File: config.mk
export PLATFORM = sky130hd
export DESIGN_NAME = mealy_fsm_engine
export DESIGN_NICKNAME = d
export VERILOG_FILES = /design/src/rtl/mealy_fsm_pkg.sv /design/src/rtl/mealy_fsm_table.sv /design/src/rtl/mealy_fsm_engine.sv
export SDC_FILE = /design/constraint.sdc
export NUM_CORES = 1
export LEC_CHECK = 0
export BUFFER_PORTS_ARGS = -buffer_cell sky130_fd_sc_hd__buf_2
export CAP_MARGIN = 15
export CORE_MARGIN = 1
export CORE_UTILIZATION = 40
export CTS_CLUSTER_DIAMETER = 40
export CTS_CLUSTER_SIZE = 25
export DETAILED_ROUTE_END_ITERATION = 6
export PLACE_DENSITY_LB_ADDON = 0.2
export SLEW_MARGIN = 0
export SYNTH_ARGS = -nofsm -noshare
export SYNTH_HDL_FRONTEND = slang
export SYNTH_SLANG_ARGS = --single-unit
File: constraint.sdc
create_clock -name clk -period 4.7 [get_ports clk]
set_input_delay 1.175 -clock clk [delete_from_list [all_inputs] [get_ports clk]]
set_output_delay 1.175 -clock clk [all_outputs]
set_load 0.05 [all_outputs]
File: src/rtl/mealy_fsm_pkg.sv
// Shared layout and mode constants for the table-driven Mealy automaton.
// Table entries are packed {next, out} with the output field in the low bits.
package mealy_fsm_pkg;

  localparam logic OUT_COMB = 1'b0;
  localparam logic OUT_REG  = 1'b1;

  localparam int DEF_STATE_W = 2;
  localparam int DEF_IN_W    = 2;
  localparam int DEF_OUT_W   = 2;

  localparam int ENTRY_W  = DEF_STATE_W + DEF_OUT_W;
  localparam int OUT_LSB  = 0;
  localparam int NEXT_LSB = DEF_OUT_W;

  function automatic int entry_w(int sw, int ow);
    return sw + ow;
  endfunction

  function automatic int next_lsb(int ow);
    return OUT_LSB + ow;
  endfunction

endpackage

File: src/rtl/mealy_fsm_table.sv
// Register-based transition table: one write port, one async read port.
// Reads see the pre-edge contents, so a same-edge write is read-before-write.
module mealy_fsm_table
  import mealy_fsm_pkg::*;
#(
  parameter int STATE_W = DEF_STATE_W,
  parameter int IN_W    = DEF_IN_W,
  parameter int OUT_W   = DEF_OUT_W
) (
  input  logic                    clk,
  input  logic                    reset,
  input  logic                    we,
  input  logic [STATE_W+IN_W-1:0] waddr,
  input  logic [STATE_W-1:0]      wnext,
  input  logic [OUT_W-1:0]        wout,
  input  logic [STATE_W+IN_W-1:0] raddr,
  output logic [STATE_W-1:0]      rnext,
  output logic [OUT_W-1:0]        rout
);

  localparam int EW   = entry_w(STATE_W, OUT_W);
  localparam int NXT  = next_lsb(OUT_W);
  localparam int NUM  = 2 ** (STATE_W + IN_W);

  logic [EW-1:0] mem [NUM];

  // Default entry {s, x} self-loops on s with zero output
  always_ff @(posedge clk or negedge reset) begin
    if (!reset) begin
      for (int i = 0; i < NUM; i++) begin
        mem[i] <= {STATE_W'(i >> IN_W), OUT_W'(0)};
      end
    end else if (we) begin
      mem[waddr] <= {wnext, wout};
    end
  end

  assign rnext = mem[raddr][NXT +: STATE_W];
  assign rout  = mem[raddr][OUT_LSB +: OUT_W];

endmodule

File: src/rtl/mealy_fsm_engine.sv
// Table-driven Mealy automaton with step enable and comb/registered output.
// Optional state-change counter on step_count: MEALY_FSM_STEP_COUNTER_EN.
module mealy_fsm_engine
  import mealy_fsm_pkg::*;
#(
  parameter int STATE_W     = DEF_STATE_W,
  parameter int IN_W        = DEF_IN_W,
  parameter int OUT_W       = DEF_OUT_W,
  parameter int RESET_STATE = 0
) (
  input  logic                    clk,
  input  logic                    reset,
  input  logic [IN_W-1:0]         a,
  input  logic                    enable,
  input  logic                    out_reg,
  input  logic                    cfg_we,
  input  logic [STATE_W+IN_W-1:0] cfg_addr,
  input  logic [STATE_W-1:0]      cfg_next,
  input  logic [OUT_W-1:0]        cfg_out,
`ifdef MEALY_FSM_STEP_COUNTER_EN
  output logic [31:0]             step_count,
`endif
  output logic [OUT_W-1:0]        b,
  output logic [STATE_W-1:0]      state
);

  logic [STATE_W-1:0] e_next;
  logic [OUT_W-1:0]   e_out;
  logic [STATE_W-1:0] state_d;
  logic [OUT_W-1:0]   b_q;
  logic [OUT_W-1:0]   b_d;

  mealy_fsm_table #(
    .STATE_W (STATE_W),
    .IN_W    (IN_W),
    .OUT_W   (OUT_W)
  ) u_table (
    .clk   (clk),
    .reset (reset),
    .we    (cfg_we),
    .waddr (cfg_addr),
    .wnext (cfg_next),
    .wout  (cfg_out),
    .raddr ({state, a}),
    .rnext (e_next),
    .rout  (e_out)
  );

  always_comb begin
    state_d = state;
    b_d     = b_q;
    if (enable) begin
      state_d = e_next;
      b_d     = e_out;
    end
  end

  // b register loads on every enabled edge so a mode switch shows a fresh value
  always_ff @(posedge clk or negedge reset) begin
    if (!reset) begin
      state <= STATE_W'(RESET_STATE);
      b_q   <= '0;
    end else begin
      state <= state_d;
      b_q   <= b_d;
    end
  end

  assign b = (out_reg == OUT_REG) ? b_q : e_out;

`ifdef MEALY_FSM_STEP_COUNTER_EN
  always_ff @(posedge clk or negedge reset) begin
    if (!reset) begin
      step_count <= '0;
    end else if (enable && (e_next != state)) begin
      step_count <= step_count + 32'd1;
    end
  end
`endif

endmodule

==> Yosys cells after proc, flatten, opt, wreduce, memory -nomap -nowiden <==
Index checks and enable logic that the tools add are counted.
{ "totals": {"reg_bits": 68} }
{ "classes": {"n_mux": 7, "n_bitwise": 2, "magnitude_cmp": 3, "reduce_logical": 1} }
{ "op_table": {"columns": ["op", "count"], "rows": [
  ["$bwmux 64", 1],
  ["$bmux 4 s4", 1],
  ["$demux 4 s4", 1],
  ["$mux 4", 3],
  ["$ge 5x5->1 const B", 2],
  ["$not 4->5", 2],
  ["$lt 5x1->1 const B", 1],
  ["$mux 2", 1],
  ["$logic_and 1x1->1", 1]
]} }

==> Logic depth before layout (Yosys ltp) <==
Gate-level depths: netlist of the first run.
{ "logic_depth": {"ltp_word": 6, "depth_mapped": 6, "ltp_nobuf": 4} }

==> By module <==
From an unflattened synthesis of the first run, not the netlist that was laid out.
{ "hier_totals": {"hier_cells": 206, "hier_area_um2": 3206.8} }
{ "modules_own_cells": {"columns": ["mod", "area_per_inst_um2", "cells_each", "seq_area_each_um2", "instances"], "rows": [
  ["mealy_fsm_table", 3039.2, 196, 1621.6, 1],
  ["mealy_fsm_engine", 167.7, 10, 100.1, 1]
]} }

==> Least setup slack after synthesis of the first run <==
Ideal clock, no wire load.
{ "synth_path": {"path_type": "input port to output port", "from": "in a[0]", "to": "out b[0]", "path_stages": 6, "path_slack_ns": 1.134, "t_required_ns": 3.525, "t_arrival_ns": 2.391, "cell_sequence": "buf_6 -> buf_6 -> mux2_1 -> o221ai_1 -> o22ai_1 -> mux2_2"} }
{ "synth_between": {"elab_chain_cells": 5} }
{ "synth_lines": {"columns": ["element", "line", "text"], "rows": [
  ["from (decl)", "mealy_fsm_engine.sv:13", "input logic [IN_W-1:0] a,"],
  ["$not 4->5 (not written as such)", "mealy_fsm_table.sv:39", "assign rout = mem[raddr][OUT_LSB +: OUT_W];"],
  ["$bmux 4 s4", "mealy_fsm_table.sv:39", null],
  ["$mux 4 (2 in a row)", null, null],
  ["$mux 2", "mealy_fsm_engine.sv:69", "assign b = (out_reg == OUT_REG) ? b_q : e_out;"],
  ["to (decl)", "mealy_fsm_engine.sv:23", "output logic [OUT_W-1:0] b,"]
]} }
Every way passes these cells. The select of a mux whose other input is x is not followed.

==> Worst setup path in the final report of the first run <==
{ "layout_path": {"from": "in a[1]", "to": "out b[1]"} }
Same word-level chain as after synthesis.

==> impl_metrics.toml, run 1 <==
[floorplan]
dieArea_um2 = 8320
start_util = 0.412
die_h_um = 91.2
die_w_um = 91.2
num_io_pins = 19
rows = 32
core_um2 = 7730

[clock_tree]
ctsResizeCount = 0
cts_buffers = 9
cts_buffer_depth = 2
cts_tree = "built"
post-cts-setup-buffers = 0
insertion_delay_ps = 340
hold_buffers = 0
cts_root_buffer = "clkbuf_8"
clk_pin_slew_worst_paths_ps = 80
tritoncts_num_sinks = 68
cts_max_level = 3

[logic_synthesis]
synth_cell_types = 24
syn-instance-count = 210
async_flop_share = 1.00
avgSynthCellArea_um2 = 15.2
synthTopCellsByCount = "dfrtp_1, mux2_1, mux2_2"
synth_edf_count = 0
synth_area_leaders = "dfrtp_1, mux2_1, dfstp_2"
syn-num-nets = 225
yosysWarnings = 0
syn_area_um2 = 3180
synth.most_common_cell = "dfrtp_1"
yosys.area.top_type = "dfrtp_1"
yosys.area.top_type_share = 0.409
synth-main-ff-cell = "dfrtp_1"
ys_seq_area_frac = 0.541
synth.ff_latch_count = 68

[run]
max_cap_violations = 0

[route]
top_layer_used = "met4"
routed-wl-met3_um = 229
drtIter0Drc = 87
firstDrtPassIters = 4
wl_met1_um = 3380
drcViolationCount = 0
viasPerCell = 5.38
met2_wirelength_um = 2880
avgRoutedWirePerCell_um = 19.4
detail_route.wirelength_um = 6610
ant_nets = 0
via_count = 1829

[global_route]
grt_overflow_total = 0
antenna_found_initial = 0
grt_pass1_wl_um = 11000
track_usage = 0.182
grt_pass1_vias = 1936
grt_max_degree = 44

[sta]
slew_headroom = 0.575
clock.fmax_mhz = 253
period_needed_ps = 3950
holdWs_ps = 485
setup_ws_ps = 749
finClkSkew_ps = 4.47
slew_viol_final = 0
max_slew.worst_pin.slew_ps = 637
setup_viol = 0
rsz0062_at_grt = "false"
fin_crit_sh = 0.841
hold_violations = 0
fin_tns_setup_ps = 0

[worst_setup_path]
cp-end-kind = "primary output"
critPathLaunchType = "input port"
critPathSlowestCell = "mux4_2"
cp_top_family = "multiplexers"
cp.arrival_ps = 2780
startpoint = "a[1]"
crit_fanout = 8
crit_top_cell = "buf_2"
path_cells = "buf_2 > mux4_2 > mux2i_1 > o22ai_1 > mux2_2 > buf_2"
r2r_start = "state[0]"
worst-endpoint-required_ps = 3520
critPathBufInv = 2
crit_type = "in2out"
max_stage_delay_ps = 540

[power]
p_leak_uw = 0.00151
ir_worst_vdd_mv = 0.190
p_per_area_nw_per_um2 = 494

[place]
dp.cells = 324
place_hpwl_um = 4620
numPortBuffers = 18
placed_cell_area_um2 = 3360
place_congestion = 0.713
place_ws_ps = 723

[layout]
drive_gt1_frac = 0.378
diodes = 0
areaGrowthSynthToFinish_pct = 12.1
nNetsFinal = 248
finalNonFillerCells = 340
final_area_um2 = 3570

[hold_path]
min_from = "u_table.mem[24]"
hp-class = "reg2reg"

[status]
outcome = "finished clean"
registers in the layout, summed over array words and instances (netlist names):
name         count
u_table.mem     64
b_q              2
state            2
power by group:
group,switching (µW),internal (µW),leakage [µW]
combinational,205,214,0.000599
sequential,99.2,752,0.000805
clock,221,272,0.000102
total,525,1240,0.00151
worst paths after layout:
check / to / slack, ps / cells past startpoint
min in group asynchronous: u_table.mem[16] / 840 / 1
worst min-delay path: u_table.mem[24] / 480 / 1
worst max-delay path: b[1] / 750 / 6
worst min register to register: u_table.mem[24] / 480 / 1
worst max register to register: b_q[1] / 2830 / 4
max in group asynchronous: u_table.mem[27] / 2890 / 2
placed cells by master, fill, tap and decap left out, drive strengths merged, types with 2 or more instances in the layout:
cell type / instances
a31oi: 2
buf: 21
clkbuf: 12
clkinv: 2
dfrtp: 52
dfstp: 16
mux2: 75
mux2i: 3
mux4: 13
nand2: 4
nand2b: 7
nand3b: 4
nor2: 12
o221ai: 2
o22ai: 3
worst reg2reg max path: stages, from the launching register on:
cell and delay, ps:
dfrtp_1 750, mux4_2 410, mux2i_1 200, o22ai_1 130
mux2_2 270
routing by layer:
layer  GRT usage  vias to the layer above
li1            -                      828
met1       0.283                      953
met2       0.247                       39
met3      0.0402                        9
met4      0.0675                        0
met5           0                        -
kinds of logic (layout without fill, tap and decap cells):
logic type,Yosys count,in the layout,share of synthesized area
muxes,91,91,0.367
and+or+nand+nor,31,31,0.0515
buffers and inverters,10,38,0.0197
DFF,68,68,0.541
AOI/OAI and AO/OA,10,10,0.0212
through the flow:
| step | utilization | power, µW |
|---|---|---|
| after global placement | 0.435 | 1280 |
| after CTS | 0.462 | 1780 |
| after floorplan | - | 1160 |
| after detailed placement | 0.435 | 1290 |
| final | 0.462 | 1760 |
| after global routing | 0.462 | 1860 |
cell type report:
type | instances | area (µm²)
clock buffer | 12 | 155
clock inverter | 4 | 47.5
fill | 712 | 4160
inverter | 1 | 3.75
multi-input combinational | 132 | 1400
sequential | 68 | 1720
tap | 102 | 128
timing repair buffer | 21 | 113
No activity file was read; power rests on OpenSTA's default activity.
==> run 2, diff against run 1 <==
--- a/config.mk
+++ b/config.mk
@@ -5,6 +5,7 @@
 export SDC_FILE = /design/constraint.sdc
 export NUM_CORES = 1
 export LEC_CHECK = 0
+export ABC_AREA = 1
 export BUFFER_PORTS_ARGS = -buffer_cell sky130_fd_sc_hd__buf_2
 export CAP_MARGIN = 15
 export CORE_MARGIN = 1
==> constraint.sdc (replaced) <==
create_clock -name clk -period 3.8 [get_ports clk]
set_input_delay 0.95 -clock clk [delete_from_list [all_inputs] [get_ports clk]]
set_output_delay 0.95 -clock clk [all_outputs]
set_load 0.05 [all_outputs]
==> impl_metrics.toml, run 2 <==
[clock_tree]
cts_buffers = 9
cts_max_level = 3
insertion_delay_ps = 350
hold_buffers = 0
ctsResizeCount = 0
clk_pin_slew_worst_paths_ps = 70
cts_buffer_depth = 2
tritoncts_num_sinks = 68
cts_root_buffer = "clkbuf_8"
post-cts-setup-buffers = 0
cts_tree = "built"

[layout]
nNetsFinal = 449
utilization = 0.462
final_common_cell = "nand2_1"
top_regs = "u_table.mem (64), b_q (2), state (2)"
top_register = "u_table.mem"
diodes = 0
final_area_um2 = 3610
largest_reg_flops = 64
nFillCells = 806
drive_gt1_frac = 0.137
areaGrowthSynthToFinish_pct = 10.6
final_cell_mix = "nand2_1, o21ai_0, dfrtp_1"

[place]
place_congestion = 0.846
numPortBuffers = 18
place_hpwl_um = 5580
placed_cell_area_um2 = 3420

[logic_synthesis]
syn-num-nets = 432
yosysWarnings = 0
synth_area_leaders = "dfrtp_1, nand2_1, dfstp_2"
avgSynthCellArea_um2 = 7.82
synthTopCellsByCount = "nand2_1, o21ai_0, dfrtp_1"
synth-main-ff-cell = "dfrtp_1"
synth.most_common_cell = "nand2_1"
yosys.area.top_type_share = 0.399
synth_edf_count = 0
yosys.area.top_type = "dfrtp_1"
syn-instance-count = 417
synth.ff_latch_count = 68
syn_area_um2 = 3260
async_flop_share = 1.00
ys_seq_area_frac = 0.528
synth_cell_types = 20

[floorplan]
die_h_um = 92.3
start_util = 0.418
num_io_pins = 19
core_um2 = 7810
dieArea_um2 = 8520
rows = 32
die_w_um = 92.3

[worst_setup_path]
crit_fanout = 29
critPathLaunchType = "input port"
crit_type = "in2out"
r2r_slack_ps = 2470
worst-endpoint-required_ps = 2850
r2r_start = "state[0]"
r2r-end = "b_q[0]"
cp.arrival_ps = 2370
r2r_cells = 6
cp-end-kind = "primary output"
startpoint = "a[0]"

[power]
switching_share = 0.345
p_clk_frac = 0.274
p_leak_uw = 0.00175
ir_worst_vdd_mv = 0.225
combPwrFrac = 0.242
p_switching_uw = 727
p_int_uw = 1380
seq_power_share = 0.484
p_total_uw = 2110
p_per_area_nw_per_um2 = 584

[route]
detail_route.wirelength_um = 8120
firstDrtPassIters = 5
drtIter0Drc = 259
via_count = 2788
ant_nets = 0
viasPerCell = 5.15
drcViolationCount = 0
avgRoutedWirePerCell_um = 15.0

[hold_path]
min_from = "b_q[0]"
hold_depth = 2
hp-class = "reg2reg"
hold-path-endpoint = "b_q[0]"

[run]
max_cap_violations = 0

[sta]
finClkSkew_ps = 6.10
max_slew.worst_pin.slew_ps = 610
rsz0062_at_grt = "false"
fin_crit_sh = 0.874
setup_viol = 0
period_needed_ps = 3320
fin_tns_setup_ps = 0
slew_headroom = 0.590
hold_violations = 0
clock.fmax_mhz = 301
slew_viol_final = 0

[global_route]
grt_max_degree = 69
grt_pass1_vias = 2540
grt_overflow_total = 0
track_usage = 0.210
grt_pass1_wl_um = 13400
antenna_found_initial = 0

[status]
outcome = "finished clean"
## run 2: cell count changes in the layout (fill, tap and decap cells not counted), sizes merged, moves of 7 or more
| cell | delta |
|---|---|
| o21ai | +69 |
| mux4 | -13 |
| mux2 | -75 |
| nand2b | -7 |
| nand3 | +39 |
| nand2 | +143 |
| inv | +47 |
## run 2: worst max path at each step
stage	to	slack (ps)	cells after the start
5_1_grt	b[1]	340	11
2_1_floorplan	b[1]	830	9
4_1_cts	b[1]	480	11
3_5_place_dp	b[1]	490	11
3_3_place_gp	b[1]	500	11
6_report	b[1]	480	11
## run 2: through the flow
stage | instances | worst slack (ps) | hold WS, ps
after detailed placement | 525 | 489 | 465
after global placement | 525 | 501 | 466
after global routing | 541 | 344 | 509
final | 541 | 479 | 482
after floorplan | 417 | 835 | 448
after CTS | 541 | 480 | 482
## run 2: cells by family after synthesis
family / synth area share
buf+inv: 0.0806
flops: 0.528
compound gates: 0.124
simple gates: 0.267
## run 2: power by group through the flow
stage | clock network (µW) | registers, µW | logic, µW
floorplan | 0 | 1030 | 347
global placement | 0 | 1030 | 504
detailed placement | 0 | 1030 | 510
CTS | 588 | 1020 | 512
global route | 619 | 1040 | 576
finish | 577 | 1020 | 510
## run 2: metal layers
layer,GRT usage,part of all wire
met4,0.0716,0.012
met1,0.295,0.49
met5,0,0
met3,0.0481,0.053
met2,0.317,0.44
## run 2: area by class of cell
cell class / count / area [µm²] / share of cell area
clock inverters: 5 / 52.6 / 0.0146
flip-flops and latches: 68 / 1720 / 0.477
repair buffers: 20 / 118 / 0.0326
multi-input cells: 287 / 1280 / 0.354
well taps: 102 / 128 / 0.0354
clock buffers: 11 / 131 / 0.0364
inverters: 48 / 180 / 0.0499
## run 2: worst max-delay path, cell delays in order
cell and delay, ps:
buf_2 180, inv_2 390, nand2_1 100, nand2_1 80, nand2_1 40, nand3_1 90, nand3_1 80, nand2_1 100
nand2_1 60, nand2_1 50, buf_2 250
